**config.mk**
```make
export PLATFORM = sky130hd
export DESIGN_NAME = ex_stage
export DESIGN_NICKNAME = d
export VERILOG_FILES = /design/src/rtl/ex_stage.sv
export SDC_FILE = /design/constraint.sdc
export NUM_CORES = 2
export LEC_CHECK = 0
export CAP_MARGIN = 40
export CORE_MARGIN = 2
export CORE_UTILIZATION = 45
export DETAILED_ROUTE_END_ITERATION = 6
export DONT_BUFFER_PORTS = 1
export GPL_TIMING_DRIVEN = 0
export MAX_ROUTING_LAYER = met4
export PLACE_DENSITY = 0.73
export SLEW_MARGIN = 20
export SYNTH_ARGS = -nofsm -noshare
export SYNTH_HDL_FRONTEND = slang
export SYNTH_SLANG_ARGS = --single-unit
```
**constraint.sdc**
```tcl
create_clock -name clk -period 11.1 [get_ports clk]
set_input_delay 1.11 -clock clk [delete_from_list [all_inputs] [get_ports clk]]
set_output_delay 1.11 -clock clk [all_outputs]
set_load 0.03 [all_outputs]
```
**src/rtl/ex_stage.sv**
```systemverilog
// Execute stage: one-cycle ALU/multiply, 32-step radix-2 restoring divider, registered MEM bundle.
// Optional misaligned-address check is enabled by defining EX_ALE_CHECK_EN.
module ex_stage (
  input  logic        clk,
  input  logic        reset,
  input  logic        excp_flush,
  input  logic        ertn_flush,
  input  logic        left_valid,
  output logic        left_ready,
  output logic        right_valid,
  input  logic        right_ready,
  output logic        is_fire,
  input  logic        fire,
  input  logic [31:0] id_pc,
  input  logic [31:0] id_inst,
  input  logic [31:0] src1,
  input  logic [31:0] src2,
  input  logic [31:0] store_data,
  input  logic [3:0]  alu_op,
  input  logic [2:0]  md_op,
  input  logic [5:0]  op_mem,
  input  logic [4:0]  wreg_index,
  input  logic        wreg_en,
  input  logic        inst_valid,
  input  logic        id_excp_valid,
  input  logic [6:0]  id_excp_code,
  output logic [31:0] ex_pc,
  output logic [31:0] ex_inst,
  output logic [31:0] ex_result,
  output logic [31:0] ex_store_data,
  output logic [5:0]  ex_op_mem,
  output logic [4:0]  ex_wreg_index,
  output logic        ex_wreg_en,
  output logic        ex_inst_valid,
  output logic        ex_excp_valid,
  output logic [6:0]  ex_excp_code,
  output logic [37:0] ex_bypass,
  output logic        ex_is_load,
  output logic        div_busy
);

  typedef enum logic [1:0] {S_IDLE, S_DIV, S_DONE} div_state_t;

  div_state_t  state, state_nxt;
  logic [4:0]  count;
  logic [31:0] quo, rem, dvs;
  logic        neg_q, neg_r;

  logic        flush, logic_valid, capture, excp_out, ale, fwd_en;
  logic [31:0] alu_res, md_res, result, div_res;
  logic [4:0]  shamt;

  assign flush = excp_flush | ertn_flush;
  assign shamt = src2[4:0];

  always_comb begin
    alu_res = 32'h0;
    case (alu_op)
      4'd0:  alu_res = src1 + src2;
      4'd1:  alu_res = src1 - src2;
      4'd2:  alu_res = {31'h0, $signed(src1) < $signed(src2)};
      4'd3:  alu_res = {31'h0, src1 < src2};
      4'd4:  alu_res = src1 & src2;
      4'd5:  alu_res = src1 | src2;
      4'd6:  alu_res = ~(src1 | src2);
      4'd7:  alu_res = src1 ^ src2;
      4'd8:  alu_res = src1 << shamt;
      4'd9:  alu_res = src1 >> shamt;
      4'd10: alu_res = $signed(src1) >>> shamt;
      4'd11: alu_res = src2;
      default: alu_res = 32'h0;
    endcase
  end

  // 33-bit sign/zero extension realised as 64-bit operands; the low 64 bits of the product are exact.
  logic        mul_sx;
  logic [63:0] mul_a, mul_b, prod;
  assign mul_sx = (md_op == 3'd2);
  assign mul_a  = {{32{mul_sx & src1[31]}}, src1};
  assign mul_b  = {{32{mul_sx & src2[31]}}, src2};
  assign prod   = mul_a * mul_b;

  // Divider operand preparation: magnitudes for signed ops, raw values otherwise.
  logic        div_signed, a_neg, b_neg;
  logic [31:0] abs_a, abs_b;
  assign div_signed = ~md_op[1];
  assign a_neg      = div_signed & src1[31];
  assign b_neg      = div_signed & src2[31];
  assign abs_a      = a_neg ? (~src1 + 32'd1) : src1;
  assign abs_b      = b_neg ? (~src2 + 32'd1) : src2;

  // One restoring step: shift the next dividend bit into the remainder, subtract if it fits.
  logic [32:0] rem_sh;
  logic [33:0] diff;
  logic        step_ge;
  assign rem_sh  = {rem, quo[31]};
  assign diff    = {1'b0, rem_sh} - {2'b00, dvs};
  assign step_ge = ~diff[33];

  assign div_res = md_op[0] ? (neg_r ? (~rem + 32'd1) : rem)
                            : (neg_q ? (~quo + 32'd1) : quo);

  always_comb begin
    md_res = div_res;
    if (!md_op[2]) md_res = (md_op == 3'd1) ? prod[31:0] : prod[63:32];
  end

  assign result = (md_op == 3'd0) ? alu_res : md_res;

`ifdef EX_ALE_CHECK_EN
  assign ale = op_mem[0] & ((op_mem[3] & (result[1:0] != 2'b00)) | (op_mem[4] & result[0]));
`else
  assign ale = 1'b0;
`endif

  assign excp_out    = id_excp_valid | ale;
  assign logic_valid = left_valid & ~(md_op[2] & (state != S_DONE));
  assign is_fire     = logic_valid & right_ready;
  assign left_ready  = is_fire | ~left_valid;
  assign capture     = is_fire & ~flush;
  assign fwd_en      = wreg_en & logic_valid & ~excp_out;
  assign ex_bypass   = {result, wreg_index, fwd_en};
  assign ex_is_load  = left_valid & op_mem[0] & ~op_mem[2];
  assign div_busy    = (state == S_DIV);

  always_comb begin
    state_nxt = state;
    case (state)
      S_IDLE: if (left_valid & md_op[2] & ~flush) state_nxt = S_DIV;
      S_DIV:  if (flush) state_nxt = S_IDLE;
              else if (count == 5'd31) state_nxt = S_DONE;
      S_DONE: if (flush | is_fire) state_nxt = S_IDLE;
      default: state_nxt = S_IDLE;
    endcase
  end

  always_ff @(posedge clk or negedge reset) begin
    if (!reset) begin
      state <= S_IDLE;
      count <= 5'd0;
      quo   <= 32'h0;
      rem   <= 32'h0;
      dvs   <= 32'h0;
      neg_q <= 1'b0;
      neg_r <= 1'b0;
    end else begin
      state <= state_nxt;
      if (state == S_IDLE && state_nxt == S_DIV) begin
        quo   <= abs_a;
        dvs   <= abs_b;
        rem   <= 32'h0;
        count <= 5'd0;
        neg_q <= a_neg ^ b_neg;
        neg_r <= a_neg;
      end else if (state == S_DIV) begin
        rem   <= step_ge ? diff[31:0] : rem_sh[31:0];
        quo   <= {quo[30:0], step_ge};
        count <= count + 5'd1;
      end
    end
  end

  always_ff @(posedge clk or negedge reset) begin
    if (!reset) right_valid <= 1'b0;
    else if (flush) right_valid <= 1'b0;
    else right_valid <= (fire ? 1'b0 : right_valid) | is_fire;
  end

  always_ff @(posedge clk or negedge reset) begin
    if (!reset) begin
      ex_pc         <= 32'h0;
      ex_inst       <= 32'h0;
      ex_result     <= 32'h0;
      ex_store_data <= 32'h0;
      ex_op_mem     <= 6'h0;
      ex_wreg_index <= 5'h0;
      ex_wreg_en    <= 1'b0;
      ex_inst_valid <= 1'b0;
      ex_excp_valid <= 1'b0;
      ex_excp_code  <= 7'h0;
    end else if (capture) begin
      ex_pc         <= id_pc;
      ex_inst       <= id_inst;
      ex_result     <= result;
      ex_store_data <= store_data;
      ex_op_mem     <= {op_mem[5:1], op_mem[0] & ~excp_out};
      ex_wreg_index <= wreg_index;
      ex_wreg_en    <= wreg_en & ~excp_out;
      ex_inst_valid <= inst_valid;
      ex_excp_valid <= excp_out;
      ex_excp_code  <= id_excp_valid ? id_excp_code : (ale ? 7'h09 : 7'h00);
    end
  end

endmodule
```
# [Yosys cells after proc, flatten, opt, wreduce, memory -nomap -nowiden]
# Index checks and enable logic that the tools add are counted.
[totals] regBits=255 output_inout_bits=192 elab_cells=115 inputBits=195
[classes] reduce_logical=5 n_lt_le_gt_ge=2 mux=24 n_mul=1 bitwise=36 n_eq_ne=18 addsub=8 shifts=3
[ops] op="2-to-1 mux 32 bit" count=13
[ops] op="one-hot mux 32 bit (12 select lines)" count=1
[ops] op="inverter 32 bit" count=5
[ops] op="adder 32 x 1 -> 32 bit, second input constant" count=4
[ops] op="< comparator 32 bit" count=2
[ops] op="multiplier 33 x 33 -> 64 bit" count=1
[ops] op="subtractor 33 x 32 -> 34 bit" count=1
[ops] op="adder 32 bit" count=1
[ops] op="AND 32 bit" count=1
[ops] op="bitwise OR 32 bit" count=1
[ops] op="<< shifter 32 x 5 -> 32 bit" count=1
[ops] op="right shift 32 x 5 -> 32 bit" count=1
[ops] op=">>> shifter 32 x 5 -> 32 bit" count=1
[ops] op="subtractor 32 bit" count=1
[ops] op="bitwise XOR 32 bit" count=1
[ops] op="AND 1 bit" count=16
[ops] op="equality test 4 x 3 -> 1 bit, second input constant" count=4
[ops] op="equality test 4 bit, second input constant" count=4
[ops] op="2-to-1 mux 5 bit" count=2
[ops] op="equality test 4 x 2 -> 1 bit, second input constant" count=2
[ops] op="2-to-1 mux 2 bit" count=4
[ops] op="2-to-1 mux 7 bit" count=1
[ops] op="inverter 1 bit" count=7
[ops] op="one-hot mux 2 bit (3 select lines)" count=1
[ops] op="16 further kinds" count=21

# [Longest topological paths before layout]
[logic_depth] depth_word=11 ltp_mapped=35 ltp_nobuf=31

# [Least setup slack after synthesis]
# Ideal clock, no wire load.
[synth_timing] path_kind="input port to output port" from="input port src2[1]" to="output port ex_bypass[19]" n_path_buf=8 path_stages=33 slack_ns=-0.132 arrival_ns=10.122 path_cell_list="buf_2 -> buf_2 -> buf_4 -> buf_2 -> buf_2 -> buf_1 -> buf_1 -> nand2_1 -> fa_1 -> fa_1 -> inv_1 -> fa_1 -> fa_1 -> inv_1 -> fa_1 -> inv_1 -> fa_1 -> inv_1 -> fa_1 -> inv_1 -> fa_1 -> ha_1 -> clkbuf_1 -> a21oi_1 -> o21ai_0 -> a2111oi_0 -> nor3_1 -> a221o_1 -> and4_1 -> or2_1 -> xor2_1 -> a21oi_1 -> o31ai_1"
[synth_between] elab_chain_len=4
[synth_lines] element="from (decl)" line="17" rtl="input logic [31:0] src2,"
[synth_lines] element="multiplier 33 x 33 -> 64 bit" line="81" rtl="assign prod = mul_a * mul_b;"
[synth_lines] element="2-to-1 mux 32 bit (2 in series)" line="105" rtl="if (!md_op[2]) md_res = (md_op == 3'd1) ? prod[31:0] : prod[63:32];"
[synth_lines] element="2-to-1 mux 32 bit *" line="108" rtl="assign result = (md_op == 3'd0) ? alu_res : md_res;"
[synth_lines] element="to (decl)" line="37" rtl="output logic [37:0] ex_bypass,"
# Every way passes the cells marked *; elsewhere a longest branch is shown, timed or not.

# [Worst setup path in the final report]
[layout_timing] from="input port src2[30]" to="output port ex_bypass[19]"
[layout_between] elab_chain_len=4
[layout_lines] element="multiplier 33 x 33 -> 64 bit" line="81"
[layout_lines] element="2-to-1 mux 32 bit (2 in series)" line="105"
[layout_lines] element="2-to-1 mux 32 bit" line="108"
# No other way between the ends.

==> results_dict.tcl <==
set metrics [dict create \
    outcome "finished, violations left" \
    violations "DRC" \
    rows 135 \
    vias 59800 \
    synth_compound_area_share_pct 11.7 \
    synth.area.top_cells "fa_1 37%, dfrtp_1 10%, nand2_1 8.6%" \
    worst_pin_slew_ps 1050 \
    hold_violations 0 \
    synthAdderAreaFrac_pct 43.8 \
    fin_skew_ps 27.4 \
    post-route-drc-count 1 \
    routed_via_density 6.34 \
    maxCapViolations 0 \
    rr_endpoint "ex_result[28]$_DFFE_PN0P_" \
    setup.worst_path.end_class "output pin" \
    groute.usage.overall_pct 49.6 \
    cts_root_buf "clkbuf_16" \
    synth_area_leader_cell "fa_1" \
    slew_headroom_pct 29.9 \
    cp_top_family "adder cells" \
    grt-ovfl-total 0 \
    cts_made_buffers 28 \
    cts_tree "yes" \
    r2r_slack_ps 6800 \
    synth_edf_count 0 \
    finalNonFillerCells 9434 \
    holdCritPathClass "primary input to asynchronous set/reset pin" \
    wl_per_cell_um 36.0 \
    synth_commonest_cells "1406 x nand2_1, 1269 x inv_1, 1128 x fa_1" \
    clk_pin_slew_ps 50 \
    yosys.cell_types.count 105 \
    synthToLayoutAreaGrowth_pct 11.6 \
    fin_setup_tns_ps 0 \
    setup_viol 0 \
    first_iter_violations 8283 \
    synthCells 7368 \
    yosysWarnings 0 \
    synthFlopType "dfrtp_1" \
    ant_nets 0 \
    clock_sinks 255 \
    antenna_found_initial 33 \
    synthSimpleGateAreaFrac_pct 16.2 \
    grt_pass1_vias 60100 \
    fin_crit_ps 11080 \
    htreeDepth 1 \
    crit_slowest_cell "clkbuf_1" \
    required_ps 9990 \
    hpwl_um 289000 \
    min_period_over_period_pct 99.8 \
    synth_area_per_cell_sq_um 8.35 \
    cp_common_cell "fa_1" \
    start_util_pct 45.3 \
    syn_nets 9038 \
    final-max-slew-violation-count 0 \
    clk_latency_ps 590 \
    startpoint_type "primary input" \
    synthMuxAreaShare_pct 3.72 \
    final_nets 9260 \
    critical_path_class "primary input to output pin" \
    dieArea_sq_mm 0.140 \
    synthXorXnorAreaFrac_pct 3.15 \
    post-synth-top-count-cell "nand2_1" \
    synth_top_family_by_area "adder cells" \
    synthArstFlopShare_pct 100 \
    synth.top_cell.area_share_pct 36.7 \
    drive_above_1_share_pct 9.43 \
    synth_seq_cells 255 \
    yosysSeqAreaShare_pct 10.4 \
    fmax_mhz 90.3 \
    die_w_um 374 \
    reg2reg_from "rem[0]$_DFFE_PN0P_" \
    synth_area_sq_mm 0.0615 \
    cp_max_fo 10 \
    first_pass_iters 7 \
    grt_pass1_wl_um 467000 \
    io_pins 387 \
    ctsLongestPathBuffers 3 \
    gp_congestion 1.17 \
    grt_max_degree 256 \
    reg2reg_depth 14 \
    drt_wl_total_um 339000 \
    numPortBuffers 0 \
    dpl.cell_count 9317 \
    die_h_um 374 \
    fp.coreArea_sq_mm 0.136 \
    crit_buf_inv 6 \
    max_stage_delay_ps 760 \
    cp.arrival_ps 9970 \
]
[kinds of logic (layout without fill, tap and decap cells)]
group / after synthesis / in the layout
simple gates: 2393 / 2393
buf+inv: 1772 / 2014
fa+ha+maj: 1475 / 1475
compound gates: 1090 / 1090
flops: 255 / 255
xor+xnor: 221 / 221
mux: 162 / 162
other cells: 0 / 43
[cell type report]
type | count | area, sq um
Multi-Input combinational cell | 5341 | 49200
Tap cell | 1781 | 2230
Fill cell | 13000 | 67000
Buffer | 438 | 2230
Clock buffer | 40 | 816
Timing Repair Buffer | 227 | 2520
Sequential cell | 255 | 6380
Antenna cell | 43 | 108
Inverter | 1299 | 4950
Clock inverter | 10 | 210
[worst max path at each step]
stage             start            end  slack (ps)  depth (start not counted)
2_1_floorplan   src2[1]  ex_bypass[31]         100                         33
3_3_place_gp   src1[31]  ex_bypass[34]       -4370                         29
3_5_place_dp    src2[2]  ex_bypass[34]       -2940                         33
4_1_cts        src1[31]  ex_bypass[34]          -3                         33
5_1_grt        md_op[0]  ex_bypass[37]         -10                         31
6_report       src2[30]  ex_bypass[19]          20                         26
[repair_timing]
| action | in CTS | in global routing |
|---|---|---|
| buffers inserted | 20 | 23 |
| hold buffers | 0 | 0 |
| endpoints found under the hold margin | 0 | 0 |
| setup endpoints to repair | 64 | 28 |
| pin swaps | 23 | 26 |
| gates resized for setup | 255 | 139 |
[metal layers]
metal / global-route usage, % / share of wire (%) / wire length (um)
met5: - / 0 / 0
met4: 32.8 / 8.4 / 28500
met3: 19.2 / 14 / 48200
met2: 67.6 / 40 / 137000
met1: 60.8 / 37 / 126000
[registers in the layout, summed over array words and instances, names as in the netlist]
| register | flops |
|---|---|
| count | 5 |
| dvs | 32 |
| ex_excp_code | 7 |
| ex_excp_valid | 1 |
| ex_inst | 32 |
| ex_inst_valid | 1 |
| ex_op_mem | 6 |
| ex_pc | 32 |
| ex_result | 32 |
| ex_store_data | 32 |
| ex_wreg_en | 1 |
| ex_wreg_index | 5 |
| neg_q | 1 |
| neg_r | 1 |
| quo | 32 |
| rem | 32 |
| right_valid | 1 |
| state | 2 |
[through the flow]
step	area, sq um	utilization, %	hold WS, ps	worst slack, ps
after global placement	63700	47.0	464	-4370
after floorplan	61500	-	450	99.9
final	68600	50.6	248	23.8
after global routing	68600	50.6	236	-14.8
after detailed placement	65900	48.6	471	-2940
after CTS	67800	50.0	235	-3.26
[worst reg2reg max path, delay by kind of cell, from the launching register on]
family                   cells  cell delay, ps
buffers and inverters        2             350
flip-flops                   1             490
XOR/XNOR                     1             380
AND/OR/NAND/NOR              5            1740
adder cells (fa/ha/maj)      1             170
AO/OA/AOI/OAI                5            1120
[cells in the final DEF, fill, tap and decap left out, types with 45 or more instances in the layout]
| master | synthesis | final |
|---|---|---|
| buf_8 | 0 | 45 |
| a31oi_1 | 71 | 69 |
| nor3_1 | 59 | 47 |
| a21o_1 | 81 | 80 |
| o21ai_0 | 249 | 235 |
| xnor2_1 | 158 | 156 |
| mux4_2 | 49 | 49 |
| a21oi_1 | 217 | 201 |
| inv_1 | 1269 | 1247 |
| mux2i_1 | 74 | 73 |
| nand2_1 | 1406 | 1400 |
| buf_4 | 11 | 83 |
| buf_6 | 3 | 108 |
| buf_1 | 90 | 62 |
| clkbuf_1 | 339 | 239 |
| ha_1 | 347 | 319 |
| nand3_1 | 82 | 80 |
| dfrtp_1 | 255 | 255 |
| nor2_1 | 589 | 585 |
| clkbuf_2 | 0 | 54 |
| fa_1 | 1128 | 1114 |
| xor2_1 | 63 | 62 |
Power is not shown: default switching activity piles up to over one toggle a cycle in this logic, so the estimate is an artifact.
